### config.mk
export PLATFORM = sky130hd
export DESIGN_NAME = dmac_chan_arbiter_flat
export DESIGN_NICKNAME = d
export VERILOG_FILES = /design/src/rtl/dmac_chan_arbiter_pkg.sv /design/src/rtl/dmac_chan_arbiter_if.sv /design/src/rtl/dmac_chan_arbiter_rr_picker.sv /design/src/rtl/dmac_chan_arbiter.sv /design/src/flat_wrapper.sv
export SDC_FILE = /design/constraint.sdc
export NUM_CORES = 1
export LEC_CHECK = 0
export ABC_CLOCK_PERIOD_IN_PS = 1310
export BUFFER_PORTS_ARGS = -buffer_cell sky130_fd_sc_hd__buf_2
export CORE_UTILIZATION = 40
export DETAILED_ROUTE_END_ITERATION = 6
export GPL_ROUTABILITY_DRIVEN = 0
export GPL_TIMING_DRIVEN = 0
export PLACE_DENSITY = 0.72
export SYNTH_ARGS = -nofsm -noshare
export SYNTH_HDL_FRONTEND = slang
export SYNTH_SLANG_ARGS = --single-unit
export TNS_END_PERCENT = 10
### constraint.sdc
create_clock -name clk -period 1.31 [get_ports clk]
set_input_delay 0.131 -clock clk [delete_from_list [all_inputs] [get_ports clk]]
set_output_delay 0.131 -clock clk [all_outputs]
set_load 0.01 [all_outputs]
### src/rtl/dmac_chan_arbiter_pkg.sv
// Shared state encoding, arbitration-mode constants and priority-encode helpers
// for the DMA channel arbiter.
package dmac_chan_arbiter_pkg;

    localparam int PRIO_FIXED = 0;
    localparam int PRIO_RR    = 1;
    localparam int MAX_CH     = 16;

    typedef enum logic [2:0] {
        ST_IDLE    = 3'd0,
        ST_REQ_BUS = 3'd1,
        ST_ACK     = 3'd2,
        ST_BUSY    = 3'd3,
        ST_DONE    = 3'd4
    } dmac_arb_state_e;

    function automatic int lowest_set(input logic [MAX_CH-1:0] vec);
        int idx;
        idx = 0;
        for (int i = MAX_CH - 1; i >= 0; i--) begin
            if (vec[i]) idx = i;
        end
        return idx;
    endfunction

    function automatic int highest_set(input logic [MAX_CH-1:0] vec);
        int idx;
        idx = 0;
        for (int i = 0; i < MAX_CH; i++) begin
            if (vec[i]) idx = i;
        end
        return idx;
    endfunction

endpackage

### src/rtl/dmac_chan_arbiter_if.sv
// Request/handshake/status bundle between the arbiter (master side) and the
// peripherals, transfer engine and system bus arbiter (slave side).
interface dmac_chan_arbiter_if #(
    parameter int NUM_CH = 4
) ();
    localparam int CH_W = $clog2(NUM_CH);

    logic [NUM_CH-1:0] DmacReq;
    logic [NUM_CH-1:0] Ch_Enable;
    logic              Bus_Grant;
    logic              Xfer_Done;
    logic              Xfer_Err;
    logic [NUM_CH-1:0] Irq_Clr;
    logic              Bus_Req;
    logic [NUM_CH-1:0] ReqAck;
    logic              Ch_Start;
    logic [CH_W-1:0]   Ch_Sel;
    logic              Ch_Pause;
    logic [NUM_CH-1:0] Done_Status;
    logic [NUM_CH-1:0] Err_Status;
    logic              Interrupt;

    modport master (
        input  DmacReq, Ch_Enable, Bus_Grant, Xfer_Done, Xfer_Err, Irq_Clr,
        output Bus_Req, ReqAck, Ch_Start, Ch_Sel, Ch_Pause, Done_Status, Err_Status, Interrupt
    );

    modport slave (
        output DmacReq, Ch_Enable, Bus_Grant, Xfer_Done, Xfer_Err, Irq_Clr,
        input  Bus_Req, ReqAck, Ch_Start, Ch_Sel, Ch_Pause, Done_Status, Err_Status, Interrupt
    );
endinterface

### src/rtl/dmac_chan_arbiter_rr_picker.sv
// Combinational winner selection: highest index in fixed mode, or the first
// pending channel at or above base (with wrap) in round-robin mode.
module dmac_chan_arbiter_rr_picker
    import dmac_chan_arbiter_pkg::*;
#(
    parameter int NUM_CH = 4,
    parameter int CH_W   = $clog2(NUM_CH)
) (
    input  logic [NUM_CH-1:0] pend,
    input  logic [CH_W-1:0]   base,
    input  logic              mode,
    output logic [CH_W-1:0]   winner,
    output logic              valid
);

    logic [NUM_CH-1:0] rot_s;
    int                rr_idx_s;
    int                fix_idx_s;

    // Rotate the pending vector so that the search base lands on bit 0.
    always_comb begin
        rot_s = '0;
        for (int i = 0; i < NUM_CH; i++) begin
            rot_s[i] = pend[CH_W'((i + int'(base)) % NUM_CH)];
        end
    end

    assign rr_idx_s  = (lowest_set(MAX_CH'(rot_s)) + int'(base)) % NUM_CH;
    assign fix_idx_s = highest_set(MAX_CH'(pend));
    assign valid     = |pend;

    // Select the winner for the configured arbitration mode.
    always_comb begin
        if (mode) begin
            winner = CH_W'(rr_idx_s);
        end else begin
            winner = CH_W'(fix_idx_s);
        end
    end

endmodule

### src/rtl/dmac_chan_arbiter.sv
// DMA channel arbiter: picks a requesting channel, negotiates the system bus,
// hands the channel to the transfer engine and keeps sticky done/error status.
module dmac_chan_arbiter
    import dmac_chan_arbiter_pkg::*;
#(
    parameter int NUM_CH    = 4,
    parameter int PRIO_MODE = 0
) (
    input logic                 clk,
    input logic                 rst,
    dmac_chan_arbiter_if.master bus
);

    localparam int                CH_W     = $clog2(NUM_CH);
    localparam logic [NUM_CH-1:0] ONE_HOT0 = {{(NUM_CH-1){1'b0}}, 1'b1};

    dmac_arb_state_e   state_r;
    dmac_arb_state_e   state_nxt_s;
    logic [CH_W-1:0]   ch_sel_r, ch_sel_nxt_s;
    logic [CH_W-1:0]   last_r, last_nxt_s;
    logic [CH_W-1:0]   base_s, winner_s;
    logic [NUM_CH-1:0] pend_s, sel_hot_s;
    logic [NUM_CH-1:0] req_ack_r, req_ack_nxt_s;
    logic [NUM_CH-1:0] done_r, done_nxt_s, err_r, err_nxt_s;
    logic              bus_req_r, bus_req_nxt_s;
    logic              ch_start_r, ch_start_nxt_s;
    logic              valid_s, finish_s;

    assign pend_s    = bus.DmacReq & bus.Ch_Enable;
    assign base_s    = (last_r == CH_W'(NUM_CH - 1)) ? '0 : last_r + CH_W'(1'b1);
    assign sel_hot_s = ONE_HOT0 << ch_sel_r;
    assign finish_s  = (state_r == ST_BUSY) && bus.Xfer_Done;

    dmac_chan_arbiter_rr_picker #(
        .NUM_CH (NUM_CH),
        .CH_W   (CH_W)
    ) u_picker (
        .pend   (pend_s),
        .base   (base_s),
        .mode   (PRIO_MODE == PRIO_RR),
        .winner (winner_s),
        .valid  (valid_s)
    );

    // FSM state register.
    always_ff @(posedge clk or negedge rst) begin
        if (!rst) begin
            state_r <= ST_IDLE;
        end else begin
            state_r <= state_nxt_s;
        end
    end

    // FSM next-state decode; a grant beats a simultaneous request drop.
    always_comb begin
        state_nxt_s = ST_IDLE;
        case (state_r)
            ST_IDLE: begin
                if (valid_s) state_nxt_s = ST_REQ_BUS;
                else         state_nxt_s = ST_IDLE;
            end
            ST_REQ_BUS: begin
                if (bus.Bus_Grant)                state_nxt_s = ST_ACK;
                else if (!bus.DmacReq[ch_sel_r]) state_nxt_s = ST_IDLE;
                else                              state_nxt_s = ST_REQ_BUS;
            end
            ST_ACK: begin
                state_nxt_s = ST_BUSY;
            end
            ST_BUSY: begin
                if (bus.Xfer_Done) state_nxt_s = ST_DONE;
                else               state_nxt_s = ST_BUSY;
            end
            ST_DONE: begin
                state_nxt_s = ST_IDLE;
            end
            default: begin
                state_nxt_s = ST_IDLE;
            end
        endcase
    end

    // FSM output decode, computed from the upcoming state so outputs can be registered.
    always_comb begin
        bus_req_nxt_s  = 1'b0;
        req_ack_nxt_s  = '0;
        ch_start_nxt_s = 1'b0;
        case (state_nxt_s)
            ST_REQ_BUS: begin
                bus_req_nxt_s = 1'b1;
            end
            ST_ACK: begin
                bus_req_nxt_s  = 1'b1;
                req_ack_nxt_s  = sel_hot_s;
                ch_start_nxt_s = 1'b1;
            end
            ST_BUSY: begin
                bus_req_nxt_s = 1'b1;
            end
            default: begin
                bus_req_nxt_s = 1'b0;
            end
        endcase
    end

    // Channel latch, RR pointer and sticky status next values; a set beats a clear.
    always_comb begin
        if ((state_r == ST_IDLE) && valid_s) ch_sel_nxt_s = winner_s;
        else                                 ch_sel_nxt_s = ch_sel_r;

        if (state_r == ST_DONE) last_nxt_s = ch_sel_r;
        else                    last_nxt_s = last_r;

        done_nxt_s = (done_r & ~bus.Irq_Clr) | (finish_s ? sel_hot_s : '0);
        err_nxt_s  = (err_r & ~bus.Irq_Clr) | ((finish_s && bus.Xfer_Err) ? sel_hot_s : '0);
    end

    // Registered handshake outputs, selection, pointer and status.
    always_ff @(posedge clk or negedge rst) begin
        if (!rst) begin
            bus_req_r  <= 1'b0;
            req_ack_r  <= '0;
            ch_start_r <= 1'b0;
            ch_sel_r   <= '0;
            last_r     <= CH_W'(NUM_CH - 1);
            done_r     <= '0;
            err_r      <= '0;
        end else begin
            bus_req_r  <= bus_req_nxt_s;
            req_ack_r  <= req_ack_nxt_s;
            ch_start_r <= ch_start_nxt_s;
            ch_sel_r   <= ch_sel_nxt_s;
            last_r     <= last_nxt_s;
            done_r     <= done_nxt_s;
            err_r      <= err_nxt_s;
        end
    end

    assign bus.Bus_Req     = bus_req_r;
    assign bus.ReqAck      = req_ack_r;
    assign bus.Ch_Start    = ch_start_r;
    assign bus.Ch_Sel      = ch_sel_r;
    assign bus.Ch_Pause    = (state_r == ST_BUSY) && !bus.Bus_Grant;
    assign bus.Done_Status = done_r;
    assign bus.Err_Status  = err_r;
    assign bus.Interrupt   = |(done_r | err_r);

endmodule

### src/flat_wrapper.sv
// flat-port wrapper written by rule: the top's interface ports become plain ports
module dmac_chan_arbiter_flat import dmac_chan_arbiter_pkg::*;
#(
    parameter int NUM_CH    = 4,
    parameter int PRIO_MODE = 0
)
  (clk, rst, bus_DmacReq, bus_Ch_Enable, bus_Bus_Grant, bus_Xfer_Done, bus_Xfer_Err, bus_Irq_Clr, bus_Bus_Req, bus_ReqAck, bus_Ch_Start, bus_Ch_Sel, bus_Ch_Pause, bus_Done_Status, bus_Err_Status, bus_Interrupt);
  dmac_chan_arbiter_if #(.NUM_CH(NUM_CH)) bus_i ();
  input logic clk;
  input logic rst;
  input wire logic [$bits(bus_i.DmacReq)-1:0] bus_DmacReq;
  input wire logic [$bits(bus_i.Ch_Enable)-1:0] bus_Ch_Enable;
  input wire logic [$bits(bus_i.Bus_Grant)-1:0] bus_Bus_Grant;
  input wire logic [$bits(bus_i.Xfer_Done)-1:0] bus_Xfer_Done;
  input wire logic [$bits(bus_i.Xfer_Err)-1:0] bus_Xfer_Err;
  input wire logic [$bits(bus_i.Irq_Clr)-1:0] bus_Irq_Clr;
  output wire logic [$bits(bus_i.Bus_Req)-1:0] bus_Bus_Req;
  output wire logic [$bits(bus_i.ReqAck)-1:0] bus_ReqAck;
  output wire logic [$bits(bus_i.Ch_Start)-1:0] bus_Ch_Start;
  output wire logic [$bits(bus_i.Ch_Sel)-1:0] bus_Ch_Sel;
  output wire logic [$bits(bus_i.Ch_Pause)-1:0] bus_Ch_Pause;
  output wire logic [$bits(bus_i.Done_Status)-1:0] bus_Done_Status;
  output wire logic [$bits(bus_i.Err_Status)-1:0] bus_Err_Status;
  output wire logic [$bits(bus_i.Interrupt)-1:0] bus_Interrupt;
  assign bus_i.DmacReq = bus_DmacReq;
  assign bus_i.Ch_Enable = bus_Ch_Enable;
  assign bus_i.Bus_Grant = bus_Bus_Grant;
  assign bus_i.Xfer_Done = bus_Xfer_Done;
  assign bus_i.Xfer_Err = bus_Xfer_Err;
  assign bus_i.Irq_Clr = bus_Irq_Clr;
  assign bus_Bus_Req = bus_i.Bus_Req;
  assign bus_ReqAck = bus_i.ReqAck;
  assign bus_Ch_Start = bus_i.Ch_Start;
  assign bus_Ch_Sel = bus_i.Ch_Sel;
  assign bus_Ch_Pause = bus_i.Ch_Pause;
  assign bus_Done_Status = bus_i.Done_Status;
  assign bus_Err_Status = bus_i.Err_Status;
  assign bus_Interrupt = bus_i.Interrupt;
  dmac_chan_arbiter #(.NUM_CH(NUM_CH), .PRIO_MODE(PRIO_MODE)) u_core (.clk(clk), .rst(rst), .bus(bus_i));
endmodule
==> results by group <==
Outcome
  – Status: finished, violations left
  – Failing checks: setup timing

STA
  – Final worst slack: -0.0693 ns
  – Period minus WS final: 1.38 ns
  – Number of setup violations in the final report: 5
  – Max-slew violations: 0
  – Worst-Margin Slew: 0.415 ns
  – Clock Skew: 0.00317 ns
  – Unrepaired setup endpoints after global routing: true
  – Tcrit/Tclk final: 105%
  – Hold Slack: 0.0238 ns
  – Setup tns final: -0.175 ns
  – Worst slew margin: 72.4%
  – F_max: 725 MHz
  – Hold Fails Final Rpt: 0

Power and ir drop
  – Total power: 1.99 mW
  – Worst VDD drop: 0.836 mV
  – Pwr/cell area: 1820 nW/um2
  – Pleak: 0.577 nW

Final layout
  – Post-route cell area: 1090 um2
  – Area Growth Syn to Fin: 38.6%
  – Util after Layout: 61.2%
  – Proportion of layout cells with a drive suffix above 1: 45.5%
  – Most common cell after layout, fill and taps aside: buf_2
  – Antenna diodes: 0
  – Most frequent cells in the layout: 33 x buf_2, 19 x dfrtp_1, 9 x inv_1
  – Final net count: 130

Drt
  – Initial drt markers: 8
  – Wire per inst: 12.3 um
  – Routed vias/inst: 5.01
  – WL final: 1690 um
  – Pre-antenna DRT Iters: 4
  – Remaining DRCs: 0
  – ANT nets after route: 0
  – Total number of vias: 686

Critical path
  – WP data required: 1.50 ns
  – Critical Path Slowest Stage Cell: dfrtp_1
  – Crit Path Max Fanout: 4
  – CP Capture Type: flop
  – WP buf/inv: 0
  – Crit path from: u_core.state_r[2]
  – Crit-path cells: or3_4, a21o_1, mux2_4
  – Worst R2R Start: u_core.state_r[2]
  – R2R Setup Slk: -0.07 ns
  – Slowest cell delay on critical path: 0.42 ns
  – Crit path launch type: flop
  – Critical Path AT: 1.57 ns
  – CP Class: reg -> reg
  – Top cell family by delay on the critical path: flip-flops

Global routing
  – GR Layer Usage met1: 23.6%
  – Met2 GRT Util: 30.6%
  – Vias in the first global route: 626
  – Top Usage Layer GRT: met2
  – First-pass GRT wire length: 2740 um
  – GRT Residual Overflow: 0
  – Largest net degree at the start of global routing: 20
  – All-Layer GR Usage: 18.7%
  – Met3 GRT Util: 3.53%
  – Initial antenna violation count: 0

Synth
  – Seq cells post-synth: 19
  – Count of cell types in the netlist: 24
  – Sequential element share of the synthesized area: 60.4%
  – Mapped Area: 787 um2
  – Mapped Nets: 86
  – Yosys Warn Count: 0
  – Avg Inst Size Synth: 11.4 um2
  – Post-Syn Instances: 69

Die
  – Core box area: 1780 um2
  – Initial cell density of the core: 44.1%
  – Top Ports: 35
  – Die Span Y: 46.4 um
  – Die Area: 2150 um2
  – Std-Cell Rows: 15
  – Die X-Extent: 46.4 um

Clock tree
  – Clk slew on worst S/H paths: 0.10 ns
  – CTS buffer count: 3
  – Skew-Pair Late Insertion Delay: 0.29 ns
  – Clock Sinks: 19
  – Root buf cell: clkbuf_4
  – CTS HTree Levels: 1
  – Longest Clk Path Bufs: 2
  – CTS tree: done

Placement
  – Area after DPL: 991 um2
  – IO Port Bufs: 34
  – Placed wire-length estimate: 1230 um

Job
  – Maxcap violations: 0

Min path
  – Hold Path Class: in -> reg
  – Hold wc startpoint: bus_Irq_Clr[3]
[per-stage QoR]
step	cells	setup slack, ns
floorplan	69	-0.0532
CTS	137	-0.0695
global route	137	-0.112
finish	137	-0.0693
global placement	128	-0.110
detailed placement	128	-0.110
[layer usage]
| metal | wire length (um) | up-vias |
|---|---|---|
| li1 | - | 335 |
| met1 | 762 | 318 |
| met2 | 816 | 29 |
| met3 | 84 | 4 |
| met4 | 27 | 0 |
| met5 | 0 | - |
[path summary, 6_finish.rpt]
path | depth (start not counted) | to
setup / recovery | 3 | u_core.bus.Ch_Sel[0]
hold / removal | 2 | u_core.bus.Done_Status[3]
setup reg to reg | 3 | u_core.bus.Ch_Sel[0]
hold reg to reg | 2 | u_core.bus.Done_Status[2]
max in group asynchronous | 2 | u_core.state_r[0]
min in group asynchronous | 2 | u_core.bus.Err_Status[2]
[sequential cells by signal (all words and copies together) (netlist names)]
name and count:
u_core.bus.Bus_Req 1, u_core.state_r 3, u_core.bus.ReqAck 4, u_core.bus.Err_Status 4, u_core.bus.Ch_Start 1, u_core.bus.Done_Status 4
u_core.bus.Ch_Sel 2
[worst reg2reg max path: stages (launching register included)]
cell	delay [ns]
dfrtp_1	0.42
or3_4	0.38
a21o_1	0.18
mux2_4	0.29
[cell families (layout without fill, tap and decap cells)]
family | Yosys count | after routing | synth area share (%)
multiplexers | 2 | 2 | 4.77
AO/OA/AOI/OAI | 14 | 14 | 12.4
flip-flops | 19 | 19 | 60.4
AND/OR/NAND/NOR | 23 | 23 | 17.0
buffers and inverters | 11 | 54 | 5.40
[cell type report]
cell class                 count  area (um2)
sequential                    19         475
tap                           25        31.3
timing repair buffer          39         216
buffer                         1        11.3
clock buffer                   4        26.3
fill                         164         692
inverter                      10        37.5
multi-input combinational     39         293
[Yosys cell counts]
cell | instances | area, um2
a21o_1 | 1 | 7.51
a22oi_1 | 2 | 15.0
a32o_1 | 1 | 10.0
and4bb_2 | 1 | 12.5
buf_2 | 1 | 5.00
dfrtp_1 | 19 | 475
inv_1 | 9 | 33.8
inv_2 | 1 | 3.75
mux2_4 | 1 | 15.0
mux4_2 | 1 | 22.5
nand2_1 | 7 | 26.3
nand2b_1 | 2 | 12.5
nand3_1 | 1 | 5.00
nand3b_1 | 2 | 15.0
nand4_1 | 1 | 6.26
nand4b_1 | 1 | 8.76
nor2_1 | 3 | 11.3
nor3_1 | 1 | 5.00
nor3b_1 | 1 | 7.51
nor4_1 | 2 | 12.5
o21ai_0 | 2 | 10.0
o22ai_1 | 6 | 37.5
o32ai_1 | 2 | 17.5
or3_4 | 1 | 11.3
[report_power, final]
| part | internal [mW] | switching (mW) |
|---|---|---|
| Combinational | 0.434 | 0.411 |
| Sequential | 0.729 | 0.125 |
| Clock | 0.118 | 0.171 |
[what timing repair did]
| item | in CTS | in global routing |
|---|---|---|
| pin swaps | 2 | 1 |
| setup endpoints to repair | 5 | 12 |
| setup buffers | 4 | 0 |
| gates resized for setup | 5 | 2 |
| hold buffers | 1 | 0 |
| endpoints found under the hold margin | 19 | 0 |
No activity file was read; power rests on OpenSTA's default activity.
